[config.mk]
export PLATFORM = sky130hd
export DESIGN_NAME = sync_fifo_flags
export DESIGN_NICKNAME = d
export VERILOG_FILES = /design/src/rtl/fifo_pkg.sv /design/src/rtl/fifo_mem.sv /design/src/rtl/sync_fifo_flags.sv
export SDC_FILE = /design/constraint.sdc
export NUM_CORES = 1
export LEC_CHECK = 0
export BUFFER_PORTS_ARGS = -buffer_cell sky130_fd_sc_hd__buf_2
export CORE_MARGIN = 5
export CORE_UTILIZATION = 27
export CTS_CLUSTER_DIAMETER = 120
export CTS_CLUSTER_SIZE = 14
export DETAILED_ROUTE_END_ITERATION = 6
export PLACE_DENSITY = 0.44
export SLEW_MARGIN = 20
export SYNTH_ARGS = -nofsm -noshare
export SYNTH_HDL_FRONTEND = slang
export SYNTH_SLANG_ARGS = --single-unit
[constraint.sdc]
create_clock -name clk -period 3.33 [get_ports clk]
set_input_delay 0 -clock clk [delete_from_list [all_inputs] [get_ports clk]]
set_output_delay 0 -clock clk [all_outputs]
set_load 0.05 [all_outputs]
[src/rtl/fifo_pkg.sv]
// Shared FIFO definitions: read-mode selectors and depth/count-width helpers.
package fifo_pkg;

  localparam int unsigned FIFO_MODE_STD  = 0;
  localparam int unsigned FIFO_MODE_FWFT = 1;

  function automatic int unsigned fifo_depth(input int unsigned addr_width);
    return 32'd1 << addr_width;
  endfunction

  // Count must represent 0..depth inclusive, hence depth+1 states.
  function automatic int unsigned fifo_cnt_width(input int unsigned depth);
    return $clog2(depth + 32'd1);
  endfunction

endpackage

[src/rtl/fifo_mem.sv]
// Dual-port storage array: clocked write port, registered and combinational read ports.
module fifo_mem #(
  parameter int unsigned pADDR_WIDTH = 4,
  parameter int unsigned pDATA_WIDTH = 8
) (
  input  logic                   wr_clk,
  input  logic                   wr_en,
  input  logic [pADDR_WIDTH-1:0] wr_addr,
  input  logic [pDATA_WIDTH-1:0] wr_data,
  input  logic                   rd_clk,
  input  logic                   rd_rst,
  input  logic                   rd_en,
  input  logic [pADDR_WIDTH-1:0] rd_addr,
  output logic [pDATA_WIDTH-1:0] rd_data,
  output logic [pDATA_WIDTH-1:0] rd_data_c
);

  localparam int unsigned DEPTH = 32'd1 << pADDR_WIDTH;

  logic [pDATA_WIDTH-1:0] mem [DEPTH];

  always_ff @(posedge wr_clk) begin
    if (wr_en) mem[wr_addr] <= wr_data;
  end

  assign rd_data_c = mem[rd_addr];

  always_ff @(posedge rd_clk or posedge rd_rst) begin
    if (rd_rst)     rd_data <= '0;
    else if (rd_en) rd_data <= mem[rd_addr];
  end

endmodule

[src/rtl/sync_fifo_flags.sv]
// Single-clock FIFO with exact count, programmable almost flags, sticky errors, optional FWFT.
module sync_fifo_flags
  import fifo_pkg::*;
#(
  parameter int unsigned pADDR_WIDTH = 4,
  parameter int unsigned pDATA_WIDTH = 8,
  parameter int unsigned pFWFT       = FIFO_MODE_STD,
  parameter int unsigned pAFULL_TH   = (32'd1 << pADDR_WIDTH) - 32'd2,
  parameter int unsigned pAEMPTY_TH  = 1
) (
  input  logic                   clk,
  input  logic                   rst,
  input  logic                   wr_push,
  input  logic [pDATA_WIDTH-1:0] wr_data,
  input  logic                   rd_pop,
  output logic [pDATA_WIDTH-1:0] rd_data,
  output logic                   wr_full,
  output logic                   rd_empty,
  output logic                   almost_full,
  output logic                   almost_empty,
  output logic [pADDR_WIDTH:0]   count,
  output logic                   wr_overflow,
  output logic                   rd_underflow,
  input  logic                   clr_err
);

  localparam int unsigned AW    = pADDR_WIDTH;
  localparam int unsigned DEPTH = fifo_depth(pADDR_WIDTH);
  localparam int unsigned CW    = fifo_cnt_width(DEPTH);

  logic [AW-1:0]          wr_addr;
  logic [AW-1:0]          rd_addr;
  logic                   wr_en;
  logic                   rd_en;
  logic [CW-1:0]          count_nxt;
  logic [pDATA_WIDTH-1:0] mem_rd_q;
  logic [pDATA_WIDTH-1:0] mem_rd_c;

  // Enables and next count are computed from pre-edge flags only.
  always_comb begin
    wr_en     = wr_push & ~wr_full;
    rd_en     = rd_pop & ~rd_empty;
    count_nxt = count;
    case ({wr_en, rd_en})
      2'b10:   count_nxt = count + CW'(1);
      2'b01:   count_nxt = count - CW'(1);
      default: count_nxt = count;
    endcase
  end

  // Pointers, count, flags and sticky errors; all flags follow the next-state count.
  always_ff @(posedge clk or posedge rst) begin
    if (rst) begin
      wr_addr      <= '0;
      rd_addr      <= '0;
      count        <= '0;
      wr_full      <= 1'b0;
      rd_empty     <= 1'b1;
      almost_full  <= 1'b0;
      almost_empty <= 1'b1;
      wr_overflow  <= 1'b0;
      rd_underflow <= 1'b0;
    end else begin
      if (wr_en) wr_addr <= wr_addr + AW'(1);
      if (rd_en) rd_addr <= rd_addr + AW'(1);
      count        <= count_nxt;
      wr_full      <= (count_nxt == CW'(DEPTH));
      rd_empty     <= (count_nxt == '0);
      almost_full  <= (count_nxt >= CW'(pAFULL_TH));
      almost_empty <= (count_nxt <= CW'(pAEMPTY_TH));
      // A new error in the same cycle as clr_err keeps the flag set.
      wr_overflow  <= (wr_push & wr_full)  | (wr_overflow  & ~clr_err);
      rd_underflow <= (rd_pop  & rd_empty) | (rd_underflow & ~clr_err);
    end
  end

  fifo_mem #(
    .pADDR_WIDTH (pADDR_WIDTH),
    .pDATA_WIDTH (pDATA_WIDTH)
  ) u_mem (
    .wr_clk    (clk),
    .wr_en     (wr_en),
    .wr_addr   (wr_addr),
    .wr_data   (wr_data),
    .rd_clk    (clk),
    .rd_rst    (rst),
    .rd_en     (rd_en),
    .rd_addr   (rd_addr),
    .rd_data   (mem_rd_q),
    .rd_data_c (mem_rd_c)
  );

  assign rd_data = (pFWFT == FIFO_MODE_FWFT) ? mem_rd_c : mem_rd_q;

endmodule

Yosys cells after proc, flatten, opt, wreduce, memory -nomap -nowiden
Memories as Yosys holds them, arrays and structs flattened. A register that Yosys moved wholly into a read port is not among the register bits.
Cells that the tools add are included.
{"block": "classes", "muxes": 3, "n_eq_ne": 3, "n_reduce_logical": 1, "n_lt_le_gt_ge": 2, "n_bitwise": 11, "addsub": 4}
{"cell": "$pmux 5 s2", "count": 1}
{"cell": "$add 4x1->4 const B", "count": 2}
{"cell": "$and 1x1->1", "count": 6}
{"cell": "$add 5x1->5 const B", "count": 1}
{"cell": "$eq 5x5->1 const B", "count": 1}
{"cell": "$ge 5x4->1 const B", "count": 1}
{"cell": "$le 5x1->1 const B", "count": 1}
{"cell": "$logic_not 5->1", "count": 1}
{"cell": "$sub 5x1->5 const B", "count": 1}
{"cell": "$not 1->1", "count": 3}
{"cell": "$eq 2x1->1 const B", "count": 1}
{"cell": "$eq 2x2->1 const B", "count": 1}
{"cell": "$mux 1", "count": 2}
{"cell": "$or 1x1->1", "count": 2}
{"block": "totals", "n_memories": 1, "ff_bits": 19, "elab_cells": 34, "output_inout_bits": 19, "input_bits": 13, "ram_bits": 128}
{"memory": "u_mem.mem", "words": 16, "word_bits": 8, "read_ports": 1, "rd_clocked_by_memory_dff": 1, "write_ports": 1, "line": "fifo_mem.sv:20", "text": "logic [pDATA_WIDTH-1:0] mem [DEPTH];"}

Depth between registers and ports, before layout
Gate-level depths: netlist of the first run.
{"block": "depth", "depth_word": 5, "depth_mapped": 11, "depth_no_buf": 10}

By module
Synthesis of the first run repeated with hierarchy kept, for this count alone.
{"block": "hier_totals", "hier_cells": 369, "area_unflattened_um2": 6426.2}
{"module": "fifo_mem", "area_per_inst_um2": 5410.2, "seq_area_each_um2": 4043.9, "cells_per_inst": 280, "n_inst": 1}
{"module": "sync_fifo_flags", "area_per_inst_um2": 1016.0, "seq_area_each_um2": 478.0, "cells_per_inst": 89, "n_inst": 1}

Least setup slack after synthesis of the first run
Ideal clock, no wire load.
{"block": "synth_timing", "kind": "register to register", "start": "register wr_full", "end": "register almost_full", "path_buffers": 1, "setup_ns": 0.120, "t_required_ns": 3.210, "arrival_ns": 2.560, "path_stages_with_launch": 12, "synth_period_minus_slack_ns": 2.680, "setup_slack_ns": 0.650, "cell_sequence": "dfrtp_1 > nor2b_1 > clkbuf_1 > nor2_1 > xor2_1 > ha_1 > or3b_2 > nand4_1 > a21oi_1 > xnor2_1 > inv_1 > a31o_2"}
{"block": "synth_between", "elab_chain_cells": 5, "word_cells_on_any_way": 6, "cone_classes": "order compare: 1; eq/ne: 2; mux: 1; bitwise: 2"}
{"item": "start, declared", "line": "sync_fifo_flags.sv:17", "text": "output logic wr_full,"}
{"item": "start signal, assigned", "line": "sync_fifo_flags.sv:67", "text": "wr_full <= (count_nxt == CW'(DEPTH));"}
{"item": "$not 1->1 (*)", "line": "sync_fifo_flags.sv:41", "text": "wr_en = wr_push & ~wr_full;"}
{"item": "$and 1x1->1 (*)", "line": "sync_fifo_flags.sv:41"}
{"item": "$eq 2x1->1 / $eq 2x2->1 (equally long branches)", "line": "sync_fifo_flags.sv:44", "text": "case ({wr_en, rd_en})"}
{"item": "$pmux 5 s2 (*)", "line": "sync_fifo_flags.sv:44"}
{"item": "named net count_nxt[4]", "line": "sync_fifo_flags.sv:35", "text": "logic [CW-1:0] count_nxt;"}
{"item": "$ge 5x4->1 (*)", "line": "sync_fifo_flags.sv:69", "text": "almost_full <= (count_nxt >= CW'(pAFULL_TH));"}
{"item": "end signal, assigned", "line": "sync_fifo_flags.sv:69"}
{"item": "end, declared", "line": "sync_fifo_flags.sv:19", "text": "output logic almost_full,"}
Mark *: on every way through the listed nets, which the timed path passes. The rest lies on a longest branch.
A chain may end at the register's enable or synchronous reset.

Final worst setup path of the first run
{"block": "layout_timing", "start": "register rd_empty", "end": "register almost_full"}
{"block": "layout_between", "elab_chain_cells": 5, "word_cells_on_any_way": 6, "cone_classes": "order compare: 1; eq/ne: 2; mux: 1; bitwise: 2"}
{"item": "start, declared", "line": "sync_fifo_flags.sv:18", "text": "output logic rd_empty,"}
{"item": "start signal, assigned", "line": "sync_fifo_flags.sv:68", "text": "rd_empty <= (count_nxt == '0);"}
{"item": "$not 1->1 (*)", "line": "sync_fifo_flags.sv:42", "text": "rd_en = rd_pop & ~rd_empty;"}
{"item": "$and 1x1->1 (*)", "line": "sync_fifo_flags.sv:42"}
{"item": "$eq 2x1->1 / $eq 2x2->1 (equally long branches)", "line": "sync_fifo_flags.sv:44"}
{"item": "$pmux 5 s2 (*)", "line": "sync_fifo_flags.sv:44"}
{"item": "named net count_nxt[2]", "line": "sync_fifo_flags.sv:35"}
{"item": "$ge 5x4->1 (*)", "line": "sync_fifo_flags.sv:69"}
Marks and branches as above.

==> results of run 1 <==
[worst min-delay path: stages]
cell and delay, ns:
buf_2 0.08, nor2b_1 0.12, buf_4 0.19, xnor2_1 0.07
[registers in the layout, summed over array words and instances, names as in the netlist]
| signal | cells |
|---|---|
| almost_empty | 1 |
| almost_full | 1 |
| count | 5 |
| rd_addr | 4 |
| rd_empty | 1 |
| rd_underflow | 1 |
| u_mem.mem | 128 |
| u_mem.rd_data | 8 |
| wr_addr | 4 |
| wr_full | 1 |
| wr_overflow | 1 |
[synth_stat cells, types with 2 or more instances]
master / instances
nand3_1: 5
inv_1: 13
buf_8: 3
mux4_2: 21
nand2b_1: 3
nand2_1: 37
o21ai_0: 3
xnor2_1: 10
nor2b_1: 2
buf_4: 4
nor3_1: 7
mux4_1: 19
dfrtp_1: 25
edfxtp_1: 128
nand4_1: 3
ha_1: 7
dfstp_2: 2
a21oi_1: 5
nor2_1: 15
buf_6: 2
clkbuf_1: 6
buf_2: 2
[metal layers]
layer	vias to the layer above	routed length [um]	global-route usage (%)
met3	7	659	3.189
met2	66	5807	15.21
met4	0	72	2.287
li1	1421	-	-
met1	1593	5960	13.80
met5	-	0	0
[metrics by stage]
step                      hold slack (ns)  power (mW)  util (%)  area (um2)  instances
after floorplan                   0.05123       4.300         -        6291        334
after global placement             0.2039       4.799     29.77        6782        669
after detailed placement           0.1964       4.845     29.77        6782        669
after CTS                         0.06726       6.743     32.82        7475        713
after global routing               0.1215       7.005     32.82        7475        713
final                             0.08946       6.647     32.82        7475        713
[cells by family (layout without fill, tap and decap cells)]
family	count (synthesis)	count (layout)	share of synthesized area (%)
muxes	41	41	15.61
adders and majority gates	7	7	1.392
DFF	155	155	71.88
buffers and inverters	31	97	2.963
AOI/OAI and AO/OA	14	14	1.372
xor gates and xnor gates	11	11	1.531
and+or+nand+nor	75	75	5.250
[area by class of cell]
class,count,area [um2]
Multi-Input combinational cell,148,1583
Fill cell,2194,15300
Timing Repair Buffer,52,355.3
Tap cell,313,391.6
Clock buffer,17,425.4
Inverter,13,48.80
Clock inverter,15,147.6
Sequential cell,155,4523
[cells in the final DEF (no fill, tap or decap), types with 4 or more instances in the layout]
cell type        n
dfrtp_1         24
inv_6            4
xnor2_1         10
mux4_2          21
mux4_1          19
nand3_1          5
ha_1             7
nor3_1           7
dlygate4sd3_1   12
nand2_1         37
edfxtp_1       128
buf_2           31
nor2_1          15
a21oi_1          5
inv_8            6
inv_1           12
buf_4            8
clkbuf_16       17
[worst max-delay path by stage]
stage                  endpoint  slack [ns]  cells after the start
floorplan           almost_full        0.65                     11
global placement    almost_full        1.03                     11
detailed placement  almost_full        1.01                     11
CTS                 almost_full        0.98                     11
global route        almost_full        0.76                     11
finish              almost_full        0.97                     10
[power by group through the flow]
stage          clock, mW  combinational, mW  sequential (mW)
2_1_floorplan          0               1.36             2.94
3_3_place_gp           0               2.09             2.71
3_5_place_dp           0               2.12             2.72
4_1_cts             1.91               2.15             2.68
5_1_grt             2.00               2.29             2.72
6_report            1.85               2.11             2.68
[what timing repair did]
action,4_1_cts,5_1_grt
setup buffers,0,0
hold endpoints to repair,155,0
hold buffers,12,0
resized for setup,0,0
==> results.md, run 1 <==
* Clk sinks at approximately 160
* Clock Root Buffer: clkbuf_16
* Clock power frac at 27.9%
* Clock Latency Late Sink at ~0.42 ns
* CTS H-tree depth at 4
* Row count at 55
* Core Footprint at ~23000 um2
* P_int at 4.284 mW
* CTS tree: yes
* Combinational share of power at approximately a third
* Die W at about 160 um
* Yosys top cell area share at between 60% and 70%
* Worst VDD drop at roughly 0.00038 V
* Cell taking the most area after synthesis: edfxtp_1
* Crit-path leading delay family: compound AO/OA/AOI/OAI gates
* Maximum fanout along the worst path at 13
* ANT nets after route at 0
* Routability Congestion at about 0.74
* Final Cycle Share at between 70 and 80%
* Pwr Density at between 800 and 900 nW/um2
* Unique masters post-synth at 34
* Final setup vio count at 0
* EDFF count, synth at about 130
* N_diodes at 0
* Clock skew at ~0.010 ns
* Pins Over Slew Limit at 0
* NetSw at 2.362 mW
* CP cell instances: nand2b_1, buf_4, inv_1, ha_1, a21oi_1, a21boi_0, nor3_1, xnor2_1, inv_1, a31o_2
* Routed WL per cell at approximately 18 um
* Initial Util at 27.62%
* Cell count after synthesis at between 300 and 400
* Worst-case clock buffer depth at 2
* Post-synth top flop: edfxtp_1
* Arr. time, crit path at 2.66 ns
* Setup ws final at between 0.9 and 1 ns
* Worst r2r path cells at 10
* Worst-Margin Slew at between 0.8 and 0.9 ns
* Max-cap viol count at 0
* Nets@finish at slightly above 400
* Num CTS Buffers at 17
* Syn_nets at approximately 350
* Worst min path class: in -> reg
* Critical-path top delay cell: dfstp_2
* Status: complete, no violations
* Dpl hpwl at between 8000 and 9000 um
* Drt pass-1 iters at 5
* Buf/Inv on CP at 3
* CP Class: reg -> reg
* Worst setup EP type: flop
* Pleak at 2.635 nW
* Die height at about 160 um
* Die ar. at around 26000 um2
* Synth-to-layout area growth at 18.81%
* Largest net degree at the start of global routing at 36
* Buffers on Ports at 31
* Post-synth ARST share at 17.42%
* Hold Crit Depth at 4
* Sw Ratio at ~36%
* Via count at about 3100
* F_max at about 420 MHz
* Worst path max stage delay at 0.53 ns
* Worst EP required at approximately 3.6 ns
* CP dominant cell by count: inv_1
* Minimum clock period after layout at 2.357 ns
* Initial antenna violation count at 0
* Critical path launch point type: flop
* GRT Resource Usage Total at under 10%
* Synth top area cells: edfxtp_1, dfrtp_1, mux4_1
* Share of layout cells above drive strength 1 at roughly a quarter
* Vias per cell at 4.330
* Hold Crit Endpoint: wr_addr[0]
* #FFs+latches synth at ~160
* Seq pwr share at between 40% and 50%
* Number of global-route vias before repair at roughly 3300
* Final WL at 12500 um
* Io pins at 32
* Post-route DRC at 0
* Yosys warns at 0
* Fin. Hold Viols at 0
* Gr ovfl total at 0
* Worst Setup SP: rd_empty
* Seq/Total Area, Yosys at 71.88%
* Min-Delay Startpoint: wr_push
* Global-route wire length before repair at roughly 19000 um
* CTS clk-pin slew, worst paths at 0.06 ns
* DR iter-0 viols at 171
* Syn_area_per_cell at around 19 um2
* RSZ-0062 raised after global routing: false
* FF-to-FF End: almost_full
* Slew headroom at 44.11%
* Dpl ws at 1.007 ns
* Syn Std Cell Area at approximately 6300 um2
* Reg2reg start: rd_empty
* R2R setup slack at 0.97 ns
* Total negative slack at 0 ns
Power figures use the tool's default switching activity.
==> run 2: changes to the inputs <==
Settings changed: PLACE_DENSITY 0.44 to 0.45.
Clock period 3.33 ns to 1.9 ns, I/O delays scaled along.
==> results.md, run 2 (same netlist as run 1, synthesis figures left out) <==
* Clock skew at 0.004864 ns
* Failing checks: setup timing
* Hold Crit Depth at 4
* RSZ-0062 raised after global routing: true
* Initial Util at ~28%
* Buffers on Ports at 31
* Max-cap viol count at 0
* Max reg flops at 128
* N_diodes at 0
* Worst path max stage delay at approximately 0.53 ns
* Vias per cell at between 4 and 5
* Min-Delay Startpoint: rd_pop
* Critical path launch point type: flop
* Drt pass-1 iters at 4
* Arr. time, crit path at roughly 2.5 ns
* CP Class: reg -> reg
* Setup ws final at -0.2997 ns
* CTS clk-pin slew, worst paths at around 0.060 ns
* Total negative slack at -2.349 ns
* ANT nets after route at 0
* Slew headroom at between 40 and 50%
* Io pins at 32
* CTS tree: yes
* Die W at ~160 um
* Routed WL per cell at between 15 and 20 um
* Worst EP required at ~2.2 ns
* CTS H-tree depth at 4
* Final setup vio count at 14
* GRT Resource Usage Total at roughly 10%
* Via count at approximately 3200
* Gr ovfl total at 0
* Clock Root Buffer: clkbuf_16
* Share of layout cells above drive strength 1 at between 30% and 40%
* CP cell instances: nand2b_4, nor2_2, xor2_1, ha_2, or3b_4, nand4_1, a21oi_2, xnor2_2, inv_2, a31o_2
* Buf/Inv on CP at 1
* Hold Crit Endpoint: rd_addr[0]
* Row count at 55
* Core Footprint at roughly 23000 um2
* Final Cycle Share at 115.8%
* Cell Area, Placed at 7119 um2
* Routability Congestion at approximately 0.73
* F_max at 454.6 MHz
* Pleak at 2.779 nW
* DR iter-0 viols at between 200 and 250
* Post-route cell area at about 8000 um2
* Dpl hpwl at between 9000 and 10000 um
* Num CTS Buffers at 17
* Worst min path class: in -> reg
* Pwr Density at 1569 nW/um2
* Global-route wire length before repair at 20570 um
* Fin. Hold Viols at 0
* Worst VDD drop at between 0.0007 and 0.0008 V
* Die ar. at roughly 26000 um2
* Synth-to-layout area growth at 24.54%
* Reg2reg start: rd_empty
* Worst r2r path cells at 10
* Initial antenna violation count at 0
* Clock Latency Late Sink at roughly 0.42 ns
* Clk sinks at approximately 160
* Post-CTS Setup Bufs at 0
* Biggest regs: u_mem.mem: 128 flops, u_mem.rd_data: 8 flops, count: 5 flops
* Status: finished with violations
* Die height at ~160 um
* Minimum clock period after layout at 2.200 ns
* Nets@finish at between 400 and 500
* FF-to-FF End: almost_full
* Final WL at ~13000 um
* Post-route DRC at 0
* Critical-path top delay cell: dfstp_2
* Most common cell after layout, fill and taps aside: edfxtp_1
* Pins Over Slew Limit at 0
* Worst setup EP type: flop
* Crit-path leading delay family: simple AND/OR/NAND/NOR gates
* Commonest cells after routing, fill and taps aside: edfxtp_1, mux4_2, buf_4
* Reg with most FFs: u_mem.mem
* Largest net degree at the start of global routing at 25
* Maximum fanout along the worst path at 3
* Worst-case clock buffer depth at 2
* Worst-Margin Slew at approximately 0.80 ns
* R2R setup slack at -0.30 ns
* Number of global-route vias before repair at 3534
## run 2: cell count changes in the layout (fill, tap and decap cells not counted), moves of 3 or more
cell     change
buf_4       +29
buf_8        +3
inv_8        -6
mux4_1      -16
mux4_2      +16
nand2_1      -4
nand2_2      +4
nor3_1       -5
nor3_2       +5
## run 2: metrics by stage
stage               cells  setup slack, ns  util, %  hold WS [ns]  total power [mW]
floorplan             334          -0.4264        -       0.05116             7.616
global placement      705          -0.2585    31.26        0.1853             8.863
detailed placement    705          -0.3619    31.26        0.1954             8.935
CTS                   749          -0.3534    34.20       0.03584             12.38
global route          749          -0.3854    34.40       0.05005             13.00
finish                749          -0.2997    34.40       0.03738             12.29
## run 2: final cells by class
class	count	area [um2]
Fill cell	2200	14940
Multi-Input combinational cell	148	1614
Inverter	13	48.80
Sequential cell	155	4527
Tap cell	313	391.6
Clock inverter	13	116.4
Clock buffer	18	429.2
Timing Repair Buffer	89	708.2
## run 2: repair_timing
action | CTS | global route
pin swaps | 9 | 8
gates cloned | 1 | 0
endpoints found under the setup margin | 15 | 16
hold buffers | 12 | 0
hold endpoints to repair | 147 | 0
gates resized for setup | 27 | 13
## run 2: metal layers
| metal | up-vias | track usage, % | wire [um] |
|---|---|---|---|
| met3 | 11 | 2.987 | 544 |
| li1 | 1481 | - | - |
| met2 | 57 | 15.95 | 5947 |
| met4 | 0 | 2.974 | 116 |
| met1 | 1635 | 14.33 | 6166 |
| met5 | - | 0 | 0 |
## run 2: where the power goes
part / internal (mW) / leakage (nW) / switching, mW
logic: 2.03 / 1.05 / 2.42
clock network: 1.80 / 0.255 / 1.34
registers: 4.27 / 1.48 / 0.426
## run 2: worst register-to-register path, delay by kind of cell, from the launching register on
kind | cells | cell delay [ns]
DFF | 1 | 0.53
AOI/OAI and AO/OA | 2 | 0.29
xor gates and xnor gates | 2 | 0.33
buffers and inverters | 1 | 0.06
and+or+nand+nor | 4 | 0.64
adders and majority gates | 1 | 0.24
## run 2: worst max path at each step
stage | startpoint | end | slack [ns] | cells past startpoint
after floorplan | rd_empty | almost_full | -0.43 | 10
after global placement | rd_empty | almost_full | -0.26 | 10
after detailed placement | rd_empty | almost_full | -0.36 | 10
after CTS | rd_empty | almost_full | -0.35 | 10
after global routing | rd_empty | almost_full | -0.39 | 10
final | rd_empty | almost_full | -0.30 | 10
==> run 3: changes to the inputs <==
==> constraint.sdc (replaced) <==
create_clock -name clk -period 1.9 [get_ports clk]
set_input_delay 0.38 -clock clk [delete_from_list [all_inputs] [get_ports clk]]
set_output_delay 0.38 -clock clk [all_outputs]
set_load 0.05 [all_outputs]
==> results.md, run 3 (same netlist as run 1, synthesis figures left out) <==
* Status: finished with violations
* Failing checks: setup timing
* Synth-to-layout area growth at 24.05%
* Buffers on Ports at 31
* Biggest regs: u_mem.mem: 128 flops, u_mem.rd_data: 8 flops, count: 5 flops
* Max reg flops at 128
* Tot Pwr at 12.62 mW
* Global-route wire length before repair at 19680 um
* Worst EP required at 2.20 ns
* CTS clk-pin slew, worst paths at ~0.060 ns
* Worst-case clock buffer depth at 2
* Clk sinks at 155
* Maximum fanout along the worst path at 3
* Row count at 55
* Critical path launch point type: flop
* Dpl hpwl at around 8600 um
* CTS tree: yes
* Max-cap viol count at 0
* P_int at 8.440 mW
* Via count at roughly 3100
* Setup ws final at -0.2678 ns
* Share of layout cells above drive strength 1 at 40.56%
* Final hold slack at ~0.022 ns
* NetSw at about 4.2 mW
* DR iter-0 viols at between 100 and 150
* Reg with most FFs: u_mem.mem
* Post-Route Utilization at 34.26%
* F_max at 461.3 MHz
* Routability Congestion at between 0.7 and 0.8
* Worst min path class: in -> async
* Final setup vio count at 13
* Number of global-route vias before repair at around 3400
* Seq pwr share at between 30% and 40%
* Worst-Margin Slew at around 0.43 ns
* Sw Ratio at 33.11%
* Final Cycle Share at 114.1%
* Most common cell after layout, fill and taps aside: edfxtp_1
* N_diodes at 0
* Combinational share of power at around 36%
* Dpl ws at -0.3910 ns
* Post-route DRC at 0
* Clock skew at between 0.008 and 0.009 ns
* Cts hold-fix bufs at 0
* Largest net degree at the start of global routing at 36
* Core Footprint at 22780 um2
* Final WL at 12520 um
* Arr. time, crit path at approximately 2.5 ns
* CP Class: reg -> reg
* Io pins at 32
* RSZ-0062 raised after global routing: true
* Initial Util at between 20 and 30%
* Slew headroom at ~71%
* Minimum clock period after layout at approximately 2.2 ns
* Die W at between 150 and 200 um
* Gr ovfl total at 0
* Fin. Hold Viols at 0
* Clock power frac at a little over a quarter
* Vias per cell at 4.199
* Die height at approximately 160 um
* Initial antenna violation count at 0
* Clock Root Buffer: clkbuf_16
* Clock Latency Late Sink at 0.42 ns
* Nets@finish at between 400 and 500
* Die ar. at roughly 26000 um2
* Drt pass-1 iters at 4
* Worst setup EP type: flop
* Routed WL per cell at between 15 and 20 um
* Pleak at between 2 and 3 nW
* CTS H-tree depth at 4
* Pins Over Slew Limit at 0
* Num CTS Buffers at 17
* ANT nets after route at 0
* Total negative slack at -2.202 ns
* Commonest cells after routing, fill and taps aside: edfxtp_1, buf_4, mux4_2
* Pwr Density at 1617 nW/um2
* Worst VDD drop at between 0.0007 and 0.0008 V
* GRT Resource Usage Total at around 10%
-- run 3: changes by cell type in the layout (fill, tap and decap cells not counted), moves of 2 or more --
cell,before,now
dlygate4sd3_1,12,0
buf_4,37,42
bufinv_16,1,3
clkinv_1,2,0
clkinv_4,0,2
clkinvlp_4,4,2
nand2_1,33,31
nand2_2,4,6
-- run 3: layer usage --
layer / vias to the layer above / GRT usage, % / wire (um)
li1: 1458 / - / -
met1: 1593 / 13.54 / 5906
met2: 56 / 15.63 / 6011
met3: 9 / 2.531 / 534
met4: 0 / 4.003 / 65
met5: - / 0 / 0
-- run 3: power by group through the flow --
stage / Sequential (mW) / Clock [mW] / Combinational, mW
CTS: 4.67 / 3.51 / 4.54
global route: 4.73 / 3.65 / 4.92
finish: 4.66 / 3.41 / 4.54
floorplan: 5.15 / 0 / 2.47
global placement: 4.69 / 0 / 4.17
detailed placement: 4.70 / 0 / 4.19
-- run 3: stage by stage --
stage | area [um2] | instances
after floorplan | 6366 | 334
after global placement | 7127 | 706
after detailed placement | 7127 | 706
after CTS | 7776 | 742
after global routing | 7804 | 742
final | 7804 | 742
-- run 3: final timing paths --
path	start	endpoint	slack [ns]	cells past startpoint
worst max-delay path	rd_empty	almost_full	-0.27	10
worst min-delay path	rst	count[4]	0.02	3
worst max register to register	rd_empty	almost_full	-0.27	10
worst min register to register	u_mem.rd_data[6]	u_mem.rd_data[6]	0.48	2
max in group asynchronous	rst	almost_empty	1.58	3
min in group clk	clr_err	wr_overflow	0.16	2
-- run 3: final cells by class --
type                    instances  area (um2)
clock buffers                  19       432.9
clock inverters                12       162.7
fillers                      2185       14970
inverters                      13       48.80
multi-input cells             148        1615
flip-flops and latches        155        4524
well taps                     313       391.6
repair buffers                 82       628.1
-- run 3: repair_timing --
action | 4_1_cts | 5_1_grt
setup endpoints to repair | 16 | 16
setup buffers | 4 | 0
cloned | 1 | 0
pin swaps | 8 | 4
gates resized for setup | 26 | 12
-- run 3: worst max-delay path: stages (launching register included) --
cell and delay [ns]:
dfstp_2 0.53, nand2b_4 0.13, nor2_2 0.04, xor2_1 0.14, ha_2 0.21, or3b_4 0.37
nand4_1 0.09, a21oi_2 0.06, xnor2_1 0.16, inv_1 0.09, a31o_2 0.22
